==> src/rtl/mem_capture_master_pkg.sv <==
// rtl/mem_capture_master_pkg.sv - shared types and defaults for the memory master family
// Contents: FSM state enum, default widths, RAM depth derivation.
package mem_master_pkg;

    localparam int DEF_ADDR_W  = 8;
    localparam int DEF_DELAY_W = 8;
    localparam int DEF_COORD_W = 13;

    typedef enum logic [1:0] {
        IDLE,
        RECORD,
        POST,
        DONE
    } state_t;

    function automatic int depth_of(input int addr_w);
        return 1 << addr_w;
    endfunction

endpackage

==> src/rtl/mem_capture_master_if.sv <==
// rtl/mem_capture_master_if.sv - Avalon-MM write bus between capture master and sample RAM
// Signals: av_cs, av_write (master -> slave, identical), av_addr (master -> slave),
//          av_waitrequest (slave -> master back-pressure).
interface mem_capture_master_if
    import mem_master_pkg::*;
#(
    parameter int ADDR_W = DEF_ADDR_W
);
    logic              av_cs;
    logic              av_write;
    logic [ADDR_W-1:0] av_addr;
    logic              av_waitrequest;

    modport master (
        output av_cs,
        output av_write,
        output av_addr,
        input  av_waitrequest
    );

    modport slave (
        input  av_cs,
        input  av_write,
        input  av_addr,
        output av_waitrequest
    );
endinterface

==> src/rtl/mem_capture_master_post_delay_cnt.sv <==
// rtl/mem_capture_master_post_delay_cnt.sv - loadable down counter for post-trigger writes
// Ports: clk, rst (async, active-high), load/load_val, en (decrement),
//        zero (count is 0), last (count is 1, next enabled decrement reaches 0).
module post_delay_cnt #(
    parameter int WIDTH = 8
) (
    input  logic             clk,
    input  logic             rst,
    input  logic             load,
    input  logic [WIDTH-1:0] load_val,
    input  logic             en,
    output logic             zero,
    output logic             last
);
    logic [WIDTH-1:0] count;

    always_ff @(posedge clk or posedge rst) begin
        if (rst) begin
            count <= '0;
        end else if (load) begin
            count <= load_val;
        end else if (en && (count != '0)) begin
            count <= count - 1'b1;
        end
    end

    assign zero = (count == '0);
    assign last = (count == WIDTH'(1));
endmodule

==> src/rtl/mem_capture_master.sv <==
// rtl/mem_capture_master.sv - circular-RAM capture write master with trigger latch and re-arm
// Ports: ref_clk, reset (async, active-high); start, stop, stop_delay, coarse_counter, ack;
//        av (Avalon write master); status wr_ptr, trig_addr, sample_size, pulse_abs_coord,
//        stop_detected, wrapped, overrun, done.
module mem_capture_master
    import mem_master_pkg::*;
#(
    parameter int ADDR_W  = DEF_ADDR_W,
    parameter int DELAY_W = DEF_DELAY_W,
    parameter int COORD_W = DEF_COORD_W
) (
    input  logic                 ref_clk,
    input  logic                 reset,
    input  logic                 start,
    input  logic                 stop,
    input  logic [DELAY_W-1:0]   stop_delay,
    input  logic [COORD_W-1:0]   coarse_counter,
    input  logic                 ack,
    mem_capture_master_if.master av,
    output logic [ADDR_W-1:0]    wr_ptr,
    output logic [ADDR_W-1:0]    trig_addr,
    output logic [ADDR_W:0]      sample_size,
    output logic [COORD_W-1:0]   pulse_abs_coord,
    output logic                 stop_detected,
    output logic                 wrapped,
    output logic                 overrun,
    output logic                 done
);
    localparam int              DEPTH     = depth_of(ADDR_W);
    localparam logic [ADDR_W:0] SIZE_MAX  = (ADDR_W+1)'(DEPTH);
    localparam logic [ADDR_W-1:0] LAST_ADDR = ADDR_W'(DEPTH - 1);

    state_t state_q, state_d;
    logic   write_en;
    logic   accept;
    logic   post_zero;
    logic   post_last;

    assign write_en    = (state_q == RECORD) || (state_q == POST);
    assign accept      = write_en && !av.av_waitrequest;
    assign done        = (state_q == DONE);
    assign av.av_cs    = write_en;
    assign av.av_write = write_en;
    assign av.av_addr  = wr_ptr;

    // Loaded on the trigger cycle; counts accepted POST writes down to zero.
    post_delay_cnt #(.WIDTH(DELAY_W)) u_post_cnt (
        .clk      (ref_clk),
        .rst      (reset),
        .load     ((state_q == RECORD) && stop),
        .load_val (stop_delay),
        .en       ((state_q == POST) && accept),
        .zero     (post_zero),
        .last     (post_last)
    );

    always_ff @(posedge ref_clk or posedge reset) begin
        if (reset) begin
            state_q <= IDLE;
        end else begin
            state_q <= state_d;
        end
    end

    always_comb begin
        state_d = state_q;
        unique case (state_q)
            IDLE:    if (start) state_d = RECORD;
            RECORD:  if (stop) state_d = (stop_delay == '0) ? DONE : POST;
            // post_zero only guards against a counter that never got loaded.
            POST:    if ((accept && post_last) || post_zero) state_d = DONE;
            DONE:    if (ack) state_d = IDLE;
            default: state_d = IDLE;
        endcase
    end

    always_ff @(posedge ref_clk or posedge reset) begin
        if (reset) begin
            wr_ptr          <= '0;
            trig_addr       <= '0;
            sample_size     <= '0;
            pulse_abs_coord <= '0;
            stop_detected   <= 1'b0;
            wrapped         <= 1'b0;
            overrun         <= 1'b0;
        end else begin
            unique case (state_q)
                IDLE: begin
                    if (start) begin
                        wr_ptr        <= '0;
                        sample_size   <= '0;
                        wrapped       <= 1'b0;
                        stop_detected <= 1'b0;
                    end
                end
                RECORD: begin
                    // sample_size covers start..trigger inclusive, so only RECORD accepts count.
                    if (accept && (sample_size != SIZE_MAX)) begin
                        sample_size <= sample_size + 1'b1;
                    end
                    if (stop) begin
                        trig_addr       <= wr_ptr;
                        pulse_abs_coord <= coarse_counter;
                        stop_detected   <= 1'b1;
                    end
                end
                POST, DONE: begin
                    if (stop) overrun <= 1'b1;
                end
                default: ;
            endcase

            if (accept) begin
                wr_ptr <= wr_ptr + 1'b1;
                if (wr_ptr == LAST_ADDR) wrapped <= 1'b1;
            end
        end
    end
endmodule

==> src/flat_wrapper.sv <==
// flat-port wrapper written by rule: the top's interface ports become plain ports
module mem_capture_master_flat import mem_master_pkg::*;
#(
    parameter int ADDR_W  = DEF_ADDR_W,
    parameter int DELAY_W = DEF_DELAY_W,
    parameter int COORD_W = DEF_COORD_W
)
  (ref_clk, reset, start, stop, stop_delay, coarse_counter, ack, wr_ptr, trig_addr, sample_size, pulse_abs_coord, stop_detected, wrapped, overrun, done, av_av_cs, av_av_write, av_av_addr, av_av_waitrequest);
  mem_capture_master_if #(.ADDR_W(ADDR_W)) av_i ();
  input  logic ref_clk;
  input  logic reset;
  input  logic start;
  input  logic stop;
  input  logic [DELAY_W-1:0] stop_delay;
  input  logic [COORD_W-1:0] coarse_counter;
  input  logic ack;
  output logic [ADDR_W-1:0] wr_ptr;
  output logic [ADDR_W-1:0] trig_addr;
  output logic [ADDR_W:0] sample_size;
  output logic [COORD_W-1:0] pulse_abs_coord;
  output logic stop_detected;
  output logic wrapped;
  output logic overrun;
  output logic done;
  output wire logic [$bits(av_i.av_cs)-1:0] av_av_cs;
  output wire logic [$bits(av_i.av_write)-1:0] av_av_write;
  output wire logic [$bits(av_i.av_addr)-1:0] av_av_addr;
  input wire logic [$bits(av_i.av_waitrequest)-1:0] av_av_waitrequest;
  assign av_av_cs = av_i.av_cs;
  assign av_av_write = av_i.av_write;
  assign av_av_addr = av_i.av_addr;
  assign av_i.av_waitrequest = av_av_waitrequest;
  mem_capture_master #(.ADDR_W(ADDR_W), .DELAY_W(DELAY_W), .COORD_W(COORD_W)) u_core (.ref_clk(ref_clk), .reset(reset), .start(start), .stop(stop), .stop_delay(stop_delay), .coarse_counter(coarse_counter), .ack(ack), .av(av_i), .wr_ptr(wr_ptr), .trig_addr(trig_addr), .sample_size(sample_size), .pulse_abs_coord(pulse_abs_coord), .stop_detected(stop_detected), .wrapped(wrapped), .overrun(overrun), .done(done));
endmodule
==> config.mk <==
export PLATFORM = sky130hd
export DESIGN_NAME = mem_capture_master_flat
export DESIGN_NICKNAME = d
export VERILOG_FILES = /design/src/rtl/mem_capture_master_pkg.sv /design/src/rtl/mem_capture_master_if.sv /design/src/rtl/mem_capture_master_post_delay_cnt.sv /design/src/rtl/mem_capture_master.sv /design/src/flat_wrapper.sv
export SDC_FILE = /design/constraint.sdc
export NUM_CORES = 1
export LEC_CHECK = 0
export ABC_AREA = 1
export CAP_MARGIN = 0
export CORE_ASPECT_RATIO = 1.2
export CORE_UTILIZATION = 49
export CTS_CLUSTER_DIAMETER = 80
export CTS_CLUSTER_SIZE = 14
export DETAILED_ROUTE_END_ITERATION = 8
export GPL_ROUTABILITY_DRIVEN = 0
export HOLD_SLACK_MARGIN = 0.15
export PLACE_DENSITY_LB_ADDON = 0.08
export SKIP_CTS_REPAIR_TIMING = 1
export SYNTH_ARGS = -nofsm -noshare
export SYNTH_HDL_FRONTEND = slang
export SYNTH_SLANG_ARGS = --single-unit
==> constraint.sdc <==
create_clock -name ref_clk -period 2.42 [get_ports ref_clk]
set_clock_uncertainty 0.2 [all_clocks]
set_input_delay 0.484 -clock ref_clk [delete_from_list [all_inputs] [get_ports ref_clk]]
set_output_delay 0.484 -clock ref_clk [all_outputs]
set_load 0.02 [all_outputs]
# Word-level counts from Yosys, hierarchy flattened
# Cells that the tools add are included.
dict set report totals {
  rom_bits 0
  in_bits 27
  mem_count 0
  latchBits 0
  reg_bits 51
  output_inout_bits 52
  mem_bits_rw 0
  wordCells 68
}
dict set report classes {
  multipliers 0
  div 0
  n_reduce_logical 24
  bitwise_logic 0
  n_lt_le_gt_ge 0
  shift 0
  n_addsub 3
  n_mux 21
  eq_ne 11
}
# operator count
set ops {}
lappend ops {{8-bit two-way mux} 5}
lappend ops {{9-bit two-way mux} 2}
lappend ops {{9-bit case mux with 2 select lines} 1}
lappend ops {{8-bit logical NOT} 2}
lappend ops {{2-bit inequality test (second input constant)} 5}
lappend ops {{9-bit by 1-bit adder with 9-bit output (second input constant)} 1}
lappend ops {{9-bit inequality test (second input constant)} 1}
lappend ops {{8-bit by 1-bit adder with 8-bit output (second input constant)} 1}
lappend ops {{8-bit by 1-bit equality test with 1-bit output (second input constant)} 1}
lappend ops {{8-bit equality test (second input constant)} 1}
lappend ops {{2-bit two-way mux} 4}
lappend ops {{2-bit case mux with 4 select lines} 1}
lappend ops {{2-bit nonzero test} 4}
lappend ops {{8-bit nonzero test} 1}
lappend ops {{8-bit by 1-bit subtractor with 8-bit output (second input constant)} 1}
lappend ops {{1-bit two-way mux} 7}
lappend ops {{1-bit logical AND} 6}
lappend ops {{2-bit AND reduction} 3}
lappend ops {{3-bit AND reduction} 2}
lappend ops {{2-bit equality test (second input constant)} 2}
lappend ops {{4-bit AND reduction} 1}
lappend ops {{2-bit by 1-bit equality test with 1-bit output (second input constant)} 1}
lappend ops {{2-bit logical NOT} 1}
lappend ops {{1-bit logical OR} 2}
lappend ops {{other kinds (3)} 3}

# Longest topological paths before layout
dict set report depth {
  depth_word 7
  ltp_mapped 11
  depth_no_buf 11
}

# By module
# Synthesis repeated with hierarchy kept, for this count alone.
dict set report unflattened {
  hier_cells 377
  area_unflattened_um2 2859.0
}
# module area_per_inst_um2 n_inst cells_each seq_area_each_um2
set by_module_without_submodules {}
lappend by_module_without_submodules {mem_capture_master 2184.6 1 282 1076.0}
lappend by_module_without_submodules {post_delay_cnt 674.4 1 95 200.2}

# Least setup slack after synthesis
# No wires, ideal clock.
dict set report synth_timing {
  kind {flip-flop to flip-flop}
  startpoint {register u_core.state_q[0]}
  endpoint {register u_core.sample_size[1]}
  arrival_time_ns 1.597
  slack_ns 0.496
  setup_ns 0.127
  required_ns 2.093
  stages_incl_launch_ff 9
  path_cell_list {dfrtp_1 inv_1 ha_1 nand2_2 nor3_2 nand2_2 buf_6 nand3_2 o21ai_0}
}
dict set report synth_via {
  elab_chain_len 6
  word_cells_on_any_way 11
}
# element line
set synth_rtl {}
lappend synth_rtl {{start: declaration} mem_capture_master.sv:33} ;# state_t state_q, state_d;
lappend synth_rtl {{start signal: assignment} mem_capture_master.sv:61} ;# state_q <= state_d;
lappend synth_rtl {{2-bit by 1-bit equality test with 1-bit output or 2-bit equality test (tied branches)} mem_capture_master.sv:39} ;# assign write_en = (state_q == RECORD) || (state_q == POST);
lappend synth_rtl {{1-bit logical OR (*)} mem_capture_master.sv:39}
lappend synth_rtl {{named net av_av_cs} flat_wrapper.sv:25} ;# output wire logic [$bits(av_i.av_cs)-1:0] av_av_cs;
lappend synth_rtl {{1-bit logical AND (*)} mem_capture_master.sv:40} ;# assign accept = write_en && !av.av_waitrequest;
lappend synth_rtl {{1-bit logical AND (*)} mem_capture_master.sv:98} ;# if (accept && (sample_size != SIZE_MAX)) begin
lappend synth_rtl {{2-bit inequality test (no source line) (*)} n/a}
lappend synth_rtl {{3-bit AND reduction (no source line) (*)} n/a}
lappend synth_rtl {{end signal: assignment} mem_capture_master.sv:99} ;# sample_size <= sample_size + 1'b1;
lappend synth_rtl {{end: declaration} mem_capture_master.sv:22} ;# output logic [ADDR_W:0] sample_size,
# The timed path passes the listed nets; every way through them passes the cells marked *.
# A chain may end at the register's enable or synchronous reset.

# Worst setup path after layout
dict set report layout_timing {
  startpoint {register u_core.state_q[0]}
  endpoint {output port done}
}
dict set report layout_via {
  elab_chain_len 1
}
# element line
set layout_rtl {}
lappend layout_rtl {{2-bit equality test} mem_capture_master.sv:41} ;# assign done = (state_q == DONE);
lappend layout_rtl {{end: declaration} flat_wrapper.sv:24} ;# output logic done;
# No other way between the ends.

==> results.py <==
metrics = {
    "run_status": {
        "status": "complete, no violations",
    },
    "global_routing": {
        "met3_usage": 0.0384,
        "grt.overflow.total": 0,
        "grt_pass1_wl_mm": 10.8,
        "grt.total_usage": 0.217,
        "met2_usage": 0.391,
        "use_met1": 0.260,
        "first_global_vias": 2476,
        "grt_antenna_before_repair": 0,
        "grt-busiest-layer": "met2",
        "grt_max_degree": 52,
    },
    "die": {
        "io_pins": 79,
        "num_rows": 30,
        "fp.dieH_um": 86.3,
        "die_w_um": 72.2,
        "core_area_um2": 5670,
        "start_util": 0.511,
        "dieArea_um2": 6230,
    },
    "clock_network": {
        "cts.clk_slew.worst_paths_ns": 0.09,
        "cts_buffers": 5,
        "clockBufferDepth": 2,
        "cts_tree": "done",
        "clkSinkCount": 51,
        "htree_levels": 2,
        "clk_latency_ns": 0.30,
        "root_buffer": "clkbuf_8",
    },
    "route": {
        "post-route-drc-count": 0,
        "routed_wire_length_per_instance_um": 11.3,
        "drtIter0Drc": 138,
        "route.final.wire_length_mm": 6.09,
        "first_pass_iters": 4,
        "vias": 2561,
        "viasPerCell": 4.76,
        "detail-route-antenna-nets": 0,
    },
    "logic_synthesis": {
        "synth_warnings": 0,
        "synth_area_per_cell_um2": 7.47,
        "synth_area_leaders": "dfrtp_1, nand2_1, inv_1",
        "ys_seq_area_frac": 0.440,
        "yosysTopAreaCell": "dfrtp_1",
        "synthCells": 388,
        "synthesis.area_um2": 2900,
        "synth_cell_types": 28,
        "synth-seq-cells": 51,
        "synth_fp_nets": 426,
        "synth_top_area_frac": 0.440,
    },
    "worst_setup_path": {
        "rr_worst_depth": 8,
        "crit_path_max_fanout": 5,
        "worstSetupStartpointType": "register",
        "rr_startpoint": "u_core.state_q[0]",
        "r2r_end": "u_core.sample_size[4]",
        "crit_type": "register to output port",
        "r2r_slack_ns": 0.31,
        "critPathArrivalTime_ns": 1.57,
        "crit_required_ns": 1.74,
        "endpoint_kind": "output port",
    },
    "sta": {
        "rsz0062_at_grt": "no",
        "finalHoldViolCount": 0,
        "finalCritPeriodShare": 0.932,
        "setup_violations": 0,
        "max_freq_ghz": 0.444,
        "maxSlewViolCount": 0,
        "tightest_slew_ns": 0.431,
        "fin_crit_ns": 2.25,
        "relSlewSlack": 0.712,
    },
    "cells_and_area": {
        "antenna_cells": 0,
        "layout_common_cells": "nand2_1, clkdlybuf4s50_1, dfrtp_1",
        "layout_commonest_cell": "nand2_1",
        "fin_nets": 495,
        "area_delta_synth_final_pct": 30.0,
        "fin_cells": 538,
        "nFillCells": 535,
        "drive_above_1_share": 0.0721,
    },
    "power_and_ir_drop": {
        "p_leak_uw": 0.00187,
        "power_uw": 3870,
        "powerDensity_nw_per_um2": 1030,
        "vdd_drop_max_uv": 566,
    },
    "worst_hold_path": {
        "whs_endpoint": "u_core.overrun",
        "hold_path_depth": 2,
        "hold_path.class": "register to register",
        "min-delay-start": "u_core.overrun",
    },
    "placement": {
        "dp_hpwl_mm": 4.62,
        "dp_cells": 530,
        "portBuffers": 78,
    },
    "flow_run": {
        "drv_cap": 0,
    },
}
-- where the power goes --
| part | internal [µW] | switching, µW |
|---|---|---|
| sequential | 1120 | 209 |
| clock | 235 | 270 |
| combinational | 834 | 1210 |
| total | 2190 | 1690 |
-- routing by layer --
metal / up-vias / part of all wire
met3: 8 / 0.040
met1: 1159 / 0.43
met2: 56 / 0.52
li1: 1338 / -
met4: 0 / 0.014
met5: - / 0
-- cells by family after synthesis --
group	after synthesis	synth area share
AO/OA/AOI/OAI	37	0.0738
XOR/XNOR	1	0.00302
adder cells (fa/ha/maj)	11	0.0475
buffers and inverters	70	0.117
flip-flops	51	0.440
AND/OR/NAND/NOR	218	0.319
-- stage by stage --
stage	util	setup WS, ns	cell area, µm²	hold slack [ns]	TNS [ns]
floorplan	-	0.496	2900	0.304	0
global placement	0.647	0.210	3670	0.249	0
detailed placement	0.647	0.166	3670	0.257	0
CTS	0.664	-0.196	3760	0.278	-0.392
global route	0.665	0.0932	3770	0.316	0
finish	0.665	0.166	3770	0.274	0
-- synthesized netlist by cell type --
master / n
nand3_2: 2
nand2_2: 5
nand3_1: 30
ha_1: 11
buf_6: 3
o21ai_1: 1
dfrtp_1: 51
nor2_2: 3
o21a_1: 1
buf_4: 10
buf_2: 5
o21ai_0: 24
nand4_1: 4
clkbuf_8: 1
nor3_2: 1
o22ai_1: 2
inv_1: 46
o21bai_1: 2
or2_2: 1
nor3_1: 5
or2_0: 1
nor2_1: 30
a21oi_1: 2
nor3b_1: 2
o21ai_2: 5
nand2_1: 134
xnor2_1: 1
inv_2: 5
-- critical path: stages (launching register included) --
cell	delay [ns]
dfrtp_1	0.44
ha_1	0.21
clkdlybuf4s50_1	0.62
-- how the worst max path moves through the flow --
stage | from | endpoint | slack, ns | depth (start not counted)
2_1_floorplan | u_core.state_q[0] | u_core.sample_size[1] | 0.50 | 8
3_3_place_gp | u_core.state_q[0] | av_av_write | 0.21 | 3
3_5_place_dp | u_core.state_q[0] | av_av_write | 0.17 | 3
4_1_cts | u_core.state_q[0] | av_av_cs | -0.20 | 3
5_1_grt | u_core.state_q[1] | done | 0.09 | 2
6_report | u_core.state_q[0] | done | 0.17 | 2
-- final cells by class --
cell class | count | area [µm²] | share of cell area
Clock inverter | 1 | 8.76 | 0.00232
Sequential cell | 51 | 1280 | 0.339
Inverter | 51 | 191 | 0.0508
Multi-Input combinational cell | 267 | 1280 | 0.341
Timing Repair Buffer | 81 | 821 | 0.218
Tap cell | 80 | 100 | 0.0266
Clock buffer | 7 | 86.3 | 0.0229
-- flip-flops by register name (all words and copies together) (netlist names) --
register,flops
u_core.pulse_abs_coord,13
u_core.state_q,2
u_core.av.av_addr,8
u_core.sample_size,9
u_core.overrun,1
u_core.wrapped,1
u_core.u_post_cnt.count,8
u_core.trig_addr,8
u_core.stop_detected,1
Note: power is estimated with default switching activity, not from simulation.
==> edit 1, RTL diff (config.mk and constraints unchanged) <==
`DEF_ADDR_W`: 8 -> 7.
--- a/src/rtl/mem_capture_master_pkg.sv
+++ b/src/rtl/mem_capture_master_pkg.sv
@@ -2,7 +2,7 @@
 // Contents: FSM state enum, default widths, RAM depth derivation.
 package mem_master_pkg;
 
-    localparam int DEF_ADDR_W  = 8;
+    localparam int DEF_ADDR_W  = 7;
     localparam int DEF_DELAY_W = 8;
     localparam int DEF_COORD_W = 13;
 
Ports: changed (resized av_av_addr, sample_size, trig_addr and wr_ptr); port bits go from 79 to 75. The function was not compared with the original's and may differ.
==> edit 1 against the original RTL <==
Area after synthesis fell by 8.0%; global-route usage up 0.87 points; wire length is essentially flat; sequential cell count down 3; clock power about the same; cell area down 6.0%; worst setup slack worse by 0.026 ns; fmax shrank 1.2%; power is 2.4% lower; highest routed layer unchanged.
==> edit 1: results (changes against the original RTL) <==
stage,metric,value,unit,change
place,Post-Place Cell Area,3437,um2,was 3667 um2
synthesis,sequential share of the synthesized area,45.05,%,was 44.02%
global_route,vias in the first global route,2315,,was 2476
global_route,met2 GRT Util,38.22,%,was 39.08%
finish,FF/Latch Area,1201,um2,was 1276 um2
finish,multi-input gate share of the layout cell area,34.11,%,was 34.08%
worst_setup_path,Reg-to-Reg End,u_core.sample_size[0]$_DFFE_PP0P_,,was u_core.sample_size[4]$_DFFE_PP0P_
power,PnR Total Power,3.780,mW,was 3.874 mW
finish,fraction of final layout cells sized beyond drive strength 1,6.061,%,was 7.205%
synthesis,most frequent cells after synthesis,"137 x nand2_1, 48 x dfrtp_1, 39 x inv_1, 33 x nor2_1, 24 x o21ai_0",,"was 134 x nand2_1, 51 x dfrtp_1, 46 x inv_1, 30 x nand3_1, 30 x nor2_1"
run_status,status,finished clean,,unchanged
die,core area,5261,um2,was 5668 um2
synthesis,Yosys cell types,29,,was 28
routing,Vias,2419,,was 2561
global_route,GR Util met3,5.218,%,was 3.837%
global_route,largest net degree at the start of global routing,49,,was 52
routing,met3 WL,299,um,was 246 um
worst_setup_path,worst r2r path cells,9,,was 8
finish,Non-clk invs,42,,was 51
worst_setup_path,Slowest Stage Delay on Critical Path,0.65,ns,was 0.62 ns
power,P_leak,1.743,nW,was 1.870 nW
finish,fillcell total,464,,was 535
power,sequential share of power,33.0,%,was 34.2%
synthesis,Syn Area/Cell,7.490,um2,was 7.472 um2
place,Final HPWL DP,4460,um,was 4623 um
synthesis,XOR/XNOR Fraction of Synth Area,1.314,%,was 0.3021%
edit 1: cell count changes after synthesis, moves of 4 or more:
cell and change:
inv_1 -7, xor2_1 +4, nand3_1 -9, nor3_1 -5, nand2_2 -4
edit 1: worst max-delay path by stage:
stage / start / end / slack, ns / depth (start not counted)
3_3_place_gp: u_core.state_q[0]$_DFFE_PP0P_ / av_av_cs / 0.22 / 3
3_5_place_dp: u_core.state_q[0]$_DFFE_PP0P_ / av_av_cs / 0.18 / 3
4_1_cts: u_core.state_q[0]$_DFFE_PP0P_ / av_av_cs / -0.17 / 3
6_report: u_core.state_q[0]$_DFFE_PP0P_ / done / 0.14 / 2
5_1_grt: u_core.state_q[1]$_DFFE_PP0P_ / done / 0.08 / 2
2_1_floorplan: u_core.state_q[0]$_DFFE_PP0P_ / u_core.sample_size[2]$_DFFE_PP0P_ / 0.48 / 9
==> edit 2, RTL diff (config.mk and constraints unchanged) <==
Made on the original files. Re-encode `state_t` (4 states) as Gray code, 2 bits wide.
--- a/src/rtl/mem_capture_master_pkg.sv
+++ b/src/rtl/mem_capture_master_pkg.sv
@@ -7,10 +7,10 @@
     localparam int DEF_COORD_W = 13;
 
     typedef enum logic [1:0] {
-        IDLE,
-        RECORD,
-        POST,
-        DONE
+        IDLE   = 2'b00,
+        RECORD = 2'b01,
+        POST   = 2'b11,
+        DONE   = 2'b10
     } state_t;
 
     function automatic int depth_of(input int addr_w);
Check against the original RTL: no difference found for any inputs over 10 cycles, from zero or initial values and one cycle with reset high; not proved beyond that.
==> edit 2 against the original RTL <==
Cell area shrank 5.6%; worst setup slack lost 0.027 ns; power shrank 2.4%; sequential cell count is the same; first-iteration DRC count grew 17%; wire length shrank 1.5%; non-clock buffer count is the same; area after synthesis shrank 7.6%; sequential power grew 4%; cell count shrank 10%; clock power grew 14%; via count shrank 6.7%; critical path type unchanged.
==> edit 2: results (changes against the original RTL) <==
stage,metric,value,unit,change
run_status,status,finished clean,,unchanged
finish,nets,454,,was 495
routing,initial drt markers,161,,was 138
sta,slew at the pin closest to its max-slew limit,0.5139,ns,was 0.4314 ns
die,core area,5261,um2,was 5668 um2
routing,Total Wirelength,5999,um,was 6093 um
power,Clk power,576,uW,was 504 uW
place,Final HPWL DP,4452,um,was 4623 um
global_route,global-route wire length before repair,10470,um,was 10800 um
worst_setup_path,WP data arrival,1.60,ns,was 1.57 ns
global_route,vias in the first global route,2350,,was 2476
synthesis,Syn Inst Count,349,,was 388
power,P_leak,1.694,nW,was 1.870 nW
synthesis,most frequent cells after synthesis,"125 x nand2_1, 51 x dfrtp_1, 36 x inv_1, 32 x nor2_1, 29 x o21ai_0",,"was 134 x nand2_1, 51 x dfrtp_1, 46 x inv_1, 30 x nand3_1, 30 x nor2_1"
finish,Final Core Density,67.56,%,was 66.47%
global_route,GR met1 Demand/Resource,28.47,%,was 26.02%
synthesis,net count after synthesis,382,,was 426
routing,met2 WL post-DR,3024,um,was 3148 um
place,Placed Cells,476,,was 530
routing,drt wl/cell,12.42,um,was 11.33 um
synthesis,Yosys cell types,30,,was 28
place,Setup WS pre-CTS,0.3753,ns,was 0.1660 ns
hold_path,Hold Path Depth,1,,was 2
worst_setup_path,FF-to-FF setup slack,0.65,ns,was 0.31 ns
finish,fillcell total,460,,was 535
global_route,total global-route track usage,22.48,%,was 21.73%
power,Worst VDD drop,595.1,uV,was 566.1 uV
sta,Hold WS,0.2730,ns,was 0.2741 ns
synthesis,XOR/XNOR Fraction of Synth Area,0.9813,%,was 0.3021%
finish,fraction of final layout cells sized beyond drive strength 1,4.988,%,was 7.205%
synthesis,post-synthesis adder-cell area fraction,2.804,%,was 4.748%
routing,met1 WL,2629,um,was 2610 um
finish,count of multi-input gates,244,,was 267
synthesis,Compound-Gate Fraction of Synth Area,7.944,%,was 7.380%
worst_setup_path,crit-path max FO,6,,was 5
die,n_taps,62,,was 80
power,sequential share of power,36.4,%,was 34.2%
-- edit 2: cell types whose count changed after synthesis, sizes merged, moves of 4 or more --
| cell | delta |
|---|---|
| ha | -5 |
| buf | -5 |
| nor3 | -4 |
| inv | -13 |
| nor2 | +4 |
| nand3 | -10 |
| nand2 | -12 |
-- edit 2: worst max path at each step --
stage / from / to / slack, ns / cells past startpoint
5_1_grt: u_core.state_q[1]$_DFFE_PP0P_ / done / 0.02 / 3
2_1_floorplan: reset / u_core.av.av_addr[0]$_DFFE_PP0P_ / 0.51 / 1
3_5_place_dp: av_av_waitrequest / u_core.av.av_addr[7]$_DFFE_PP0P_ / 0.38 / 9
4_1_cts: u_core.state_q[1]$_DFFE_PP0P_ / done / 0.13 / 3
6_report: u_core.state_q[1]$_DFFE_PP0P_ / done / 0.14 / 3
3_3_place_gp: av_av_waitrequest / u_core.av.av_addr[7]$_DFFE_PP0P_ / 0.43 / 9
